===== config.mk =====
export PLATFORM = sky130hd
export DESIGN_NAME = scramble_ctrl
export DESIGN_NICKNAME = d
export VERILOG_FILES = /design/src/rtl/scramble_ctrl_pkg.sv /design/src/rtl/scr_credit_cnt.sv /design/src/rtl/scramble_ctrl.sv
export SDC_FILE = /design/constraint.sdc
export NUM_CORES = 1
export LEC_CHECK = 0
export BUFFER_PORTS_ARGS = -buffer_cell sky130_fd_sc_hd__buf_2
export CAP_MARGIN = 20
export CORE_MARGIN = 5
export CORE_UTILIZATION = 50
export CTS_BUF_LIST = sky130_fd_sc_hd__clkbuf_16
export DETAILED_ROUTE_END_ITERATION = 12
export PLACE_DENSITY = 0.7
export REMOVE_ABC_BUFFERS = 1
export SYNTH_ARGS = -nofsm -noshare
export SYNTH_HDL_FRONTEND = slang
export SYNTH_SLANG_ARGS = --single-unit

===== constraint.sdc =====
create_clock -name clk -period 5.8 [get_ports clk]
set_clock_uncertainty 0.05 [all_clocks]
set_input_delay 0.29 -clock clk [delete_from_list [all_inputs] [get_ports clk]]
set_output_delay 0.29 -clock clk [all_outputs]
set_load 0.05 [all_outputs]

===== src/rtl/scramble_ctrl_pkg.sv =====
// Shared definitions for the scramble controller: FSM encoding, default
// codeword size and the byte granularity of the scramble sequence.
package scramble_ctrl_pkg;

    localparam int MAX_BITS      = 4096;
    localparam int BITS_PER_BYTE = 8;
    localparam int BIB_W         = $clog2(BITS_PER_BYTE);

    typedef enum logic [2:0] {
        ST_IDLE   = 3'd0,
        ST_PRIME  = 3'd1,
        ST_STREAM = 3'd2,
        ST_DRAIN  = 3'd3,
        ST_DONE   = 3'd4
    } state_t;

endpackage


===== src/rtl/scr_credit_cnt.sv =====
// Scramble-byte credit counter: counts bytes available from the sequence
// generator (0..2), consumed one byte at a time by the codeword reader.
module scr_credit_cnt (
    input  logic       clk,
    input  logic       rst,
    input  logic       clr,
    input  logic       inc,
    input  logic       dec,
    output logic [1:0] credit,
    output logic       overflow
);

    // A byte arriving while consuming one at full credit is not lost.
    assign overflow = inc && !dec && (credit == 2'd2);

    // NOTE: clocked state is only ever assigned with <= so every flop samples
    // pre-edge values regardless of block ordering.
    always_ff @(posedge clk or posedge rst) begin
        if (rst) begin
            credit <= 2'd0;
        end else if (clr) begin
            credit <= 2'd0;
        end else if (inc && !dec && credit != 2'd2) begin
            credit <= credit + 2'd1;
        end else if (dec && !inc && credit != 2'd0) begin
            credit <= credit - 2'd1;
        end
    end

endmodule


===== src/rtl/scramble_ctrl.sv =====
// Codeword-to-scrambler sequencer: reads codeword bits from the buffer at the
// pace allowed by scramble-byte credit and tracks scrambled output completion.
module scramble_ctrl
    import scramble_ctrl_pkg::*;
#(
    parameter int   MAX_BITS = scramble_ctrl_pkg::MAX_BITS,
    localparam int  CNT_W    = $clog2(MAX_BITS) + 1
) (
    input  logic             clk,
    input  logic             rst,
    input  logic             i_start,
    input  logic [CNT_W-1:0] i_num_bits,
    output logic             o_cw_rd,
    output logic [CNT_W-2:0] o_cw_raddr,
    input  logic             i_cw_rdata,
    output logic             o_scr_start,
    output logic             o_uciCW,
    output logic             o_uciCW_valid,
    input  logic             i_scramble_valid,
    input  logic             i_scrambled_bit_valid,
    output logic             o_busy,
    output logic             o_done,
    output logic             o_err
);

    state_t           state;
    logic [CNT_W-1:0] num_bits;
    logic [CNT_W-1:0] rd_cnt;
    logic [CNT_W-1:0] out_cnt;
    logic [CNT_W-1:0] out_cnt_nxt;
    logic [BIB_W-1:0] bit_in_byte;
    logic [1:0]       credit;
    logic             credit_ovf;
    logic             rd_go;
    logic             byte_done;
    logic             scr_start_q;
    logic             uci_valid_q;
    logic             err_q;

    assign rd_go       = (state == ST_STREAM) && (credit != 2'd0) && (rd_cnt < num_bits);
    assign byte_done   = rd_go && (bit_in_byte == BIB_W'(BITS_PER_BYTE - 1));
    assign out_cnt_nxt = out_cnt + CNT_W'(i_scrambled_bit_valid);

    scr_credit_cnt u_credit (
        .clk      (clk),
        .rst      (rst),
        .clr      (i_start),
        .inc      (i_scramble_valid),
        .dec      (byte_done),
        .credit   (credit),
        .overflow (credit_ovf)
    );

    always_ff @(posedge clk or posedge rst) begin
        if (rst) begin
            state       <= ST_IDLE;
            num_bits    <= '0;
            rd_cnt      <= '0;
            bit_in_byte <= '0;
            out_cnt     <= '0;
            scr_start_q <= 1'b0;
            uci_valid_q <= 1'b0;
            err_q       <= 1'b0;
        end else begin
            scr_start_q <= 1'b0;
            uci_valid_q <= rd_go && !i_start;
            if (credit_ovf) err_q <= 1'b1;
            if (rd_go) begin
                rd_cnt      <= rd_cnt + CNT_W'(1);
                bit_in_byte <= bit_in_byte + BIB_W'(1);
            end
            if (i_scrambled_bit_valid) out_cnt <= out_cnt_nxt;

            // NOTE: this branch comes last so a (re)start overrides the
            // counter updates above within the same clock.
            if (i_start) begin
                num_bits    <= i_num_bits;
                rd_cnt      <= '0;
                bit_in_byte <= '0;
                out_cnt     <= '0;
                scr_start_q <= 1'b1;
                err_q       <= 1'b0;
                state       <= (i_num_bits == '0) ? ST_DONE : ST_PRIME;
            end else begin
                case (state)
                    ST_IDLE:   state <= ST_IDLE;
                    ST_PRIME:  if (credit != 2'd0) state <= ST_STREAM;
                    ST_STREAM: if (rd_go && (rd_cnt + CNT_W'(1) == num_bits)) state <= ST_DRAIN;
                    ST_DRAIN:  if (out_cnt_nxt == num_bits) state <= ST_DONE;
                    ST_DONE:   state <= ST_IDLE;
                    default:   state <= ST_IDLE;
                endcase
            end
        end
    end

    assign o_cw_rd       = rd_go;
    assign o_cw_raddr    = rd_cnt[CNT_W-2:0];
    assign o_uciCW       = i_cw_rdata;
    assign o_uciCW_valid = uci_valid_q;
    assign o_scr_start   = scr_start_q;
    assign o_busy        = (state != ST_IDLE);
    assign o_done        = (state == ST_DONE);
    assign o_err         = err_q;

endmodule

==> impl_metrics.py, run 1 <==
metrics = {
    "cts": {
        "cts.sinks": 50,
        "cts-root-buf": "clkbuf_16",
        "post-cts-setup-buffers": 0,
        "clk_latency_ns": 0.29,
        "cts_tree": "done",
        "clockBufferDepth": 2,
        "htreeDepth": 2,
        "ctsHoldBuffers": 0,
        "cts-resized-gates": 0,
        "cts_buffers": 5,
        "clk_pin_slew_ns": 0.07,
    },
    "sta": {
        "relSlewSlack": 0.221,
        "max_clock_freq_ghz": 0.302,
        "rsz0062_at_grt": "false",
        "hold_viol": 0,
        "final_max_slew_viol_count": 0,
        "setup_viol": 0,
        "worst_pin_slew_ns": 1.14,
        "setup_slack_ns": 2.49,
        "fin_setup_tns_ns": 0,
        "min_period_over_period": 0.571,
        "min_period_ns": 3.31,
    },
    "setup_path": {
        "worst_path_largest_cell_delay_ns": 1.01,
        "path_buf_inv": 3,
        "worstPathRequired_ns": 5.46,
        "cp_slowest_cell": "a2111oi_0",
        "worstPathMaxFanout": 19,
        "ff2ff_setup_slack_ns": 2.77,
        "worstSetupPathType": "reg2out",
        "setup.worst_path.start_class": "register",
        "r2r_cells": 9,
        "crit_end": "o_cw_rd",
        "path_delay_family": "compound AO/OA/AOI/OAI gates",
        "cp-end-kind": "output pin",
        "cp.depth": 7,
        "crit_arrival_ns": 2.97,
        "r2r_start": "num_bits[11]$_DFFE_PP0P_",
        "critPathLaunch": "num_bits[11]$_DFFE_PP0P_",
        "path_cells": "inv_1 -> ha_1 -> nand4_1 -> a2111oi_0 -> nor2_1 -> buf_4 -> buf_2",
        "reg2reg_to": "u_credit.credit[1]$_DFFE_PP0P_",
    },
    "floorplanning": {
        "rows": 30,
        "initial_utilization": 0.514,
        "die_h_um": 93.3,
        "die_width_um": 93.3,
        "die_area_um2": 8710,
        "coreArea_um2": 6760,
        "io_pins": 38,
    },
    "yosys": {
        "synth.distinct_cells": 52,
        "synthArstFlopShare": 1.00,
        "syn-cell-area_um2": 3470,
        "yosys_warnings": 0,
        "ys_seq_area_frac": 0.360,
        "synth_flop_cell": "dfrtp_1",
        "syn_area_per_cell_um2": 8.83,
        "ys_ff_latch": 50,
        "syn_inst": 393,
        "synth_edf_count": 0,
    },
    "cells_and_area": {
        "final_layout_size_suffix_gt1_frac": 0.145,
        "num-nets-final": 449,
        "area_delta_synth_final_pct": 10.3,
        "num_antenna_cells": 0,
    },
    "route": {
        "viasPerCell": 5.72,
        "num_vias": 2818,
        "drt_iter0_drc": 197,
        "routed_wl_um": 7680,
        "wire_per_inst_um": 15.6,
        "drc": 0,
        "dr.pass1.iters": 4,
        "antenna_left": 0,
    },
    "grt": {
        "use_met3": 0.0209,
        "grt_max_degree": 51,
        "gr-usage-met2": 0.317,
        "grt_pass1_wl_um": 13000,
        "first_global_vias": 2696,
        "antenna_found_initial": 0,
        "gr-total-overflow": 0,
        "grt.total_usage": 0.187,
        "grtUsageMet1": 0.253,
        "busiest_layer": "met2",
    },
    "pwr": {
        "peakVddDrop_uv": 105,
        "power.density_nw_per_um2": 230,
        "power_leakage_nw": 1.71,
    },
    "status": {
        "outcome": "finished, final reports clean",
    },
    "job": {
        "cap_violations": 0,
    },
    "placed_design": {
        "routabilityCongestion": 0.884,
        "hpwl_um": 5730,
        "io_buffer_count": 35,
        "dp_slack_ns": 2.77,
    },
    "hold_path": {
        "min_path_type": "in2reg",
    },
}
[worst min-delay path, stage by stage]
cell,delay (ns)
buf_2,0.09
nand2_1,0.04
o21ai_0,0.06
[cells in the mapped netlist (5+ instances only)]
library cell  count  share of area
and3_1            8          0.014
o21ai_0          26          0.037
buf_4            13          0.028
dfrtp_1          50           0.36
mux2i_1           6          0.017
nand4_1          13          0.023
clkbuf_1          9         0.0097
nand3_1           9          0.013
a21oi_1          11          0.016
nor3_1            9          0.013
inv_1            20          0.022
buf_2             5         0.0072
nor4_1            7          0.013
nand2_1          35          0.038
ha_1             18          0.065
xnor2_1          24          0.061
nor2_1           45          0.049
xor2_1           25          0.063
[registers in the layout, indices dropped and copies added (netlist names)]
name	count
num_bits	13
out_cnt	13
rd_cnt	13
bit_in_byte	3
state	3
u_credit.credit	2
o_err	1
o_scr_start	1
o_uciCW_valid	1
[power breakdown]
group	total, mW	leakage, nW	switching, mW	internal [mW]
clock	0.380	0.0940	0.132	0.248
combinational	0.118	0.954	0.0722	0.0461
sequential	0.384	0.665	0.0218	0.362
[cell usage in the layout, fill, tap and decap left out, types with 5 or more instances in the layout]
master / synthesis / routed
a21oi_1: 11 / 11
and3_1: 8 / 8
buf_2: 5 / 35
clkbuf_16: 0 / 5
dfrtp_1: 50 / 50
ha_1: 18 / 18
inv_1: 20 / 19
mux2i_1: 6 / 6
nand2_1: 35 / 35
nand3_1: 9 / 9
nand4_1: 13 / 13
nor2_1: 45 / 45
nor3_1: 9 / 9
nor4_1: 7 / 7
o21ai_0: 26 / 26
xnor2_1: 24 / 24
xor2_1: 25 / 25
[worst min path at each step]
| stage | end | slack, ns | startpoint | cells past startpoint |
|---|---|---|---|---|
| 6_report | num_bits[11]$_DFFE_PP0P_ | 0.18 | i_num_bits[11] | 3 |
| 5_1_grt | num_bits[11]$_DFFE_PP0P_ | 0.20 | i_num_bits[11] | 3 |
| 4_1_cts | num_bits[11]$_DFFE_PP0P_ | 0.17 | i_num_bits[11] | 3 |
| 3_5_place_dp | o_err$_DFFE_PP0P_ | 0.43 | o_err$_DFFE_PP0P_ | 2 |
| 3_3_place_gp | o_err$_DFFE_PP0P_ | 0.43 | o_err$_DFFE_PP0P_ | 2 |
| 2_1_floorplan | o_scr_start$_DFF_PP0_ | 0.27 | i_start | 0 |
[routing by layer]
metal	vias up	part of all wire
met5	-	0
met1	1340	0.45
li1	1401	-
met4	0	0.014
met3	11	0.038
met2	66	0.50
[layout make-up]
type	count	area, µm²
Clock inverter	3	68.8
Inverter	20	75.1
Sequential cell	50	1250
Multi-Input combinational cell	296	1990
Clock buffer	5	125
Timing Repair Buffer	39	220
Fill cell	613	2930
Tap cell	80	100
[through the flow]
step / util / instance area [µm²] / total power [mW] / instances / hold WS (ns)
final: 0.567 / 3830 / 0.882 / 493 / 0.177
after CTS: 0.562 / 3800 / 0.888 / 491 / 0.174
after floorplan: - / 3310 / 0.464 / 366 / 0.271
after global routing: 0.567 / 3830 / 0.921 / 493 / 0.203
after global placement: 0.534 / 3600 / 0.503 / 483 / 0.432
after detailed placement: 0.534 / 3600 / 0.507 / 483 / 0.431
[logic make-up (layout without fill, tap and decap cells)]
| kind of cell | after synthesis | after routing | synth area share |
|---|---|---|---|
| AOI/OAI and AO/OA | 65 | 65 | 0.123 |
| muxes | 8 | 8 | 0.0238 |
| DFF | 50 | 50 | 0.360 |
| xor gates and xnor gates | 49 | 49 | 0.124 |
| and+or+nand+nor | 156 | 156 | 0.237 |
| buffers and inverters | 47 | 67 | 0.0667 |
| adders and majority gates | 18 | 18 | 0.0649 |
(Power assumes the default switching activity.)
==> inputs of run 2 (changes only) <==
PLACE_DENSITY = 0.72   (was 0.7)
clock period = 2.8 ns   (was 5.8 ns; I/O delays follow)
==> impl_metrics.py, run 2 (synthesized netlist as in run 1, its figures left out) <==
metrics = {
    "route": {
        "viasPerCell": 5.79,
        "routed_wl_um": 8130,
        "drt_iter0_drc": 108,
        "wire_per_inst_um": 16.1,
        "num_vias": 2924,
        "antenna_left": 0,
        "drc": 0,
        "dr.pass1.iters": 5,
    },
    "sta": {
        "fin_setup_tns_ns": 0,
        "setup_viol": 0,
        "final_max_slew_viol_count": 0,
        "whs_ns": 0.0356,
        "relSlewSlack": 0.703,
        "min_period_ns": 2.63,
        "min_period_over_period": 0.941,
        "setup_slack_ns": 0.166,
        "worst_pin_slew_ns": 0.435,
        "max_clock_freq_ghz": 0.380,
        "rsz0062_at_grt": "false",
        "hold_viol": 0,
    },
    "cts": {
        "clk_latency_ns": 0.28,
        "clockBufferDepth": 2,
        "cts_tree": "done",
        "cts_buffers": 5,
        "htreeDepth": 2,
        "cts-root-buf": "clkbuf_16",
        "clk_pin_slew_ns": 0.07,
        "cts.sinks": 50,
    },
    "job": {
        "cap_violations": 0,
    },
    "setup_path": {
        "ff2ff_setup_slack_ns": 0.22,
        "worstPathRequired_ns": 2.61,
        "cp-end-kind": "output pin",
        "worstSetupPathType": "reg2out",
        "crit_arrival_ns": 2.44,
        "setup.worst_path.start_class": "register",
        "r2r_cells": 9,
        "reg2reg_to": "state[2]$_DFFE_PP0P_",
        "worstPathMaxFanout": 5,
        "r2r_start": "out_cnt[0]$_DFFE_PP0P_",
    },
    "grt": {
        "antenna_found_initial": 0,
        "use_met3": 0.0265,
        "busiest_layer": "met2",
        "grtUsageMet1": 0.268,
        "grt.total_usage": 0.195,
        "gr-total-overflow": 0,
        "first_global_vias": 2794,
        "grt_pass1_wl_um": 13600,
        "gr-usage-met2": 0.322,
        "grt_max_degree": 51,
    },
    "hold_path": {
        "min_path_type": "in2reg",
        "min_to": "num_bits[9]$_DFFE_PP0P_",
        "whs_path_depth": 3,
        "hold_path_startpoint": "i_num_bits[9]",
    },
    "floorplanning": {
        "die_h_um": 93.3,
        "io_pins": 38,
        "initial_utilization": 0.514,
        "die_area_um2": 8710,
        "coreArea_um2": 6760,
        "die_width_um": 93.3,
        "rows": 30,
    },
    "placed_design": {
        "routabilityCongestion": 0.928,
        "hpwl_um": 6160,
        "dp_slack_ns": 0.179,
        "io_buffer_count": 35,
    },
    "pwr": {
        "combPwrFrac": 0.159,
        "p_sw_mw": 0.453,
        "swShare": 0.278,
        "power.total_mw": 1.63,
        "internal_power_mw": 1.18,
        "clock_power_share": 0.355,
        "power.density_nw_per_um2": 422,
        "peakVddDrop_uv": 222,
        "power_leakage_nw": 1.75,
        "seqPwrFrac": 0.486,
    },
    "cells_and_area": {
        "largestRegisters": "num_bits (13), out_cnt (13), rd_cnt (13)",
        "num_antenna_cells": 0,
        "final_layout_size_suffix_gt1_frac": 0.167,
        "area_delta_synth_final_pct": 11.5,
        "layout_common_cells": "dfrtp_1 (50), nor2_1 (45), nand2_1 (35), buf_2 (35), o21ai_0 (26)",
        "fin_util": 0.573,
        "layout_commonest_cell": "dfrtp_1",
        "num-nets-final": 461,
    },
    "status": {
        "outcome": "finished, final reports clean",
    },
}
-- run 2: power groups by stage --
stage / sequential, mW / combinational, mW / clock [mW]
6_report: 0.793 / 0.259 / 0.578
5_1_grt: 0.797 / 0.287 / 0.617
4_1_cts: 0.792 / 0.256 / 0.587
3_5_place_dp: 0.805 / 0.255 / 0
3_3_place_gp: 0.804 / 0.250 / 0
2_1_floorplan: 0.803 / 0.158 / 0
-- run 2: final cells by class --
class,instances,area (µm²)
fillers,609,2890
multi-input cells,296,1990
flip-flops and latches,50,1250
repair buffers,51,310
clock buffers,5,125
well taps,80,100
inverters,20,75.1
clock inverters,3,12.5
-- run 2: timing repair --
item,in CTS,in global routing
setup endpoints to repair,0,2
setup buffers,0,0
endpoints found under the hold margin,0,7
hold buffers,0,1
resized for setup,0,1
-- run 2: per-stage QoR --
step	area, µm²	instances
finish	3870	505
global route	3870	505
CTS	3830	503
detailed placement	3690	495
global placement	3690	495
floorplan	3310	366
-- run 2: worst max-delay path: stages (launching register included) --
cell and delay [ns]:
dfrtp_1 0.43, inv_1 0.10, ha_1 0.32, and3_1 0.19
o21ai_0 0.21, o211ai_1 0.17, nor2_1 0.28, buf_4 0.19
buf_2 0.26
-- run 2: worst max path at each step --
stage                                        start                              to  slack (ns)  cells past startpoint
final                     num_bits[11]$_DFFE_PP0P_                         o_cw_rd        0.17                      8
after global routing        out_cnt[0]$_DFFE_PP0P_            state[0]$_DFFE_PP0P_        0.02                      9
after CTS                   out_cnt[0]$_DFFE_PP0P_            state[2]$_DFFE_PP0P_        0.16                      9
after detailed placement    out_cnt[0]$_DFFE_PP0P_            state[2]$_DFFE_PP0P_        0.18                      9
after global placement      out_cnt[0]$_DFFE_PP0P_            state[2]$_DFFE_PP0P_        0.25                      9
after floorplan             rd_cnt[11]$_DFFE_PP0P_  u_credit.credit[1]$_DFFE_PP0P_       -0.94                      8
-- run 2: per-layer routing --
| layer | part of all wire | wire (µm) |
|---|---|---|
| met5 | 0 | 0 |
| met4 | 0.015 | 123 |
| met3 | 0.050 | 408 |
| met2 | 0.48 | 3870 |
| met1 | 0.46 | 3730 |
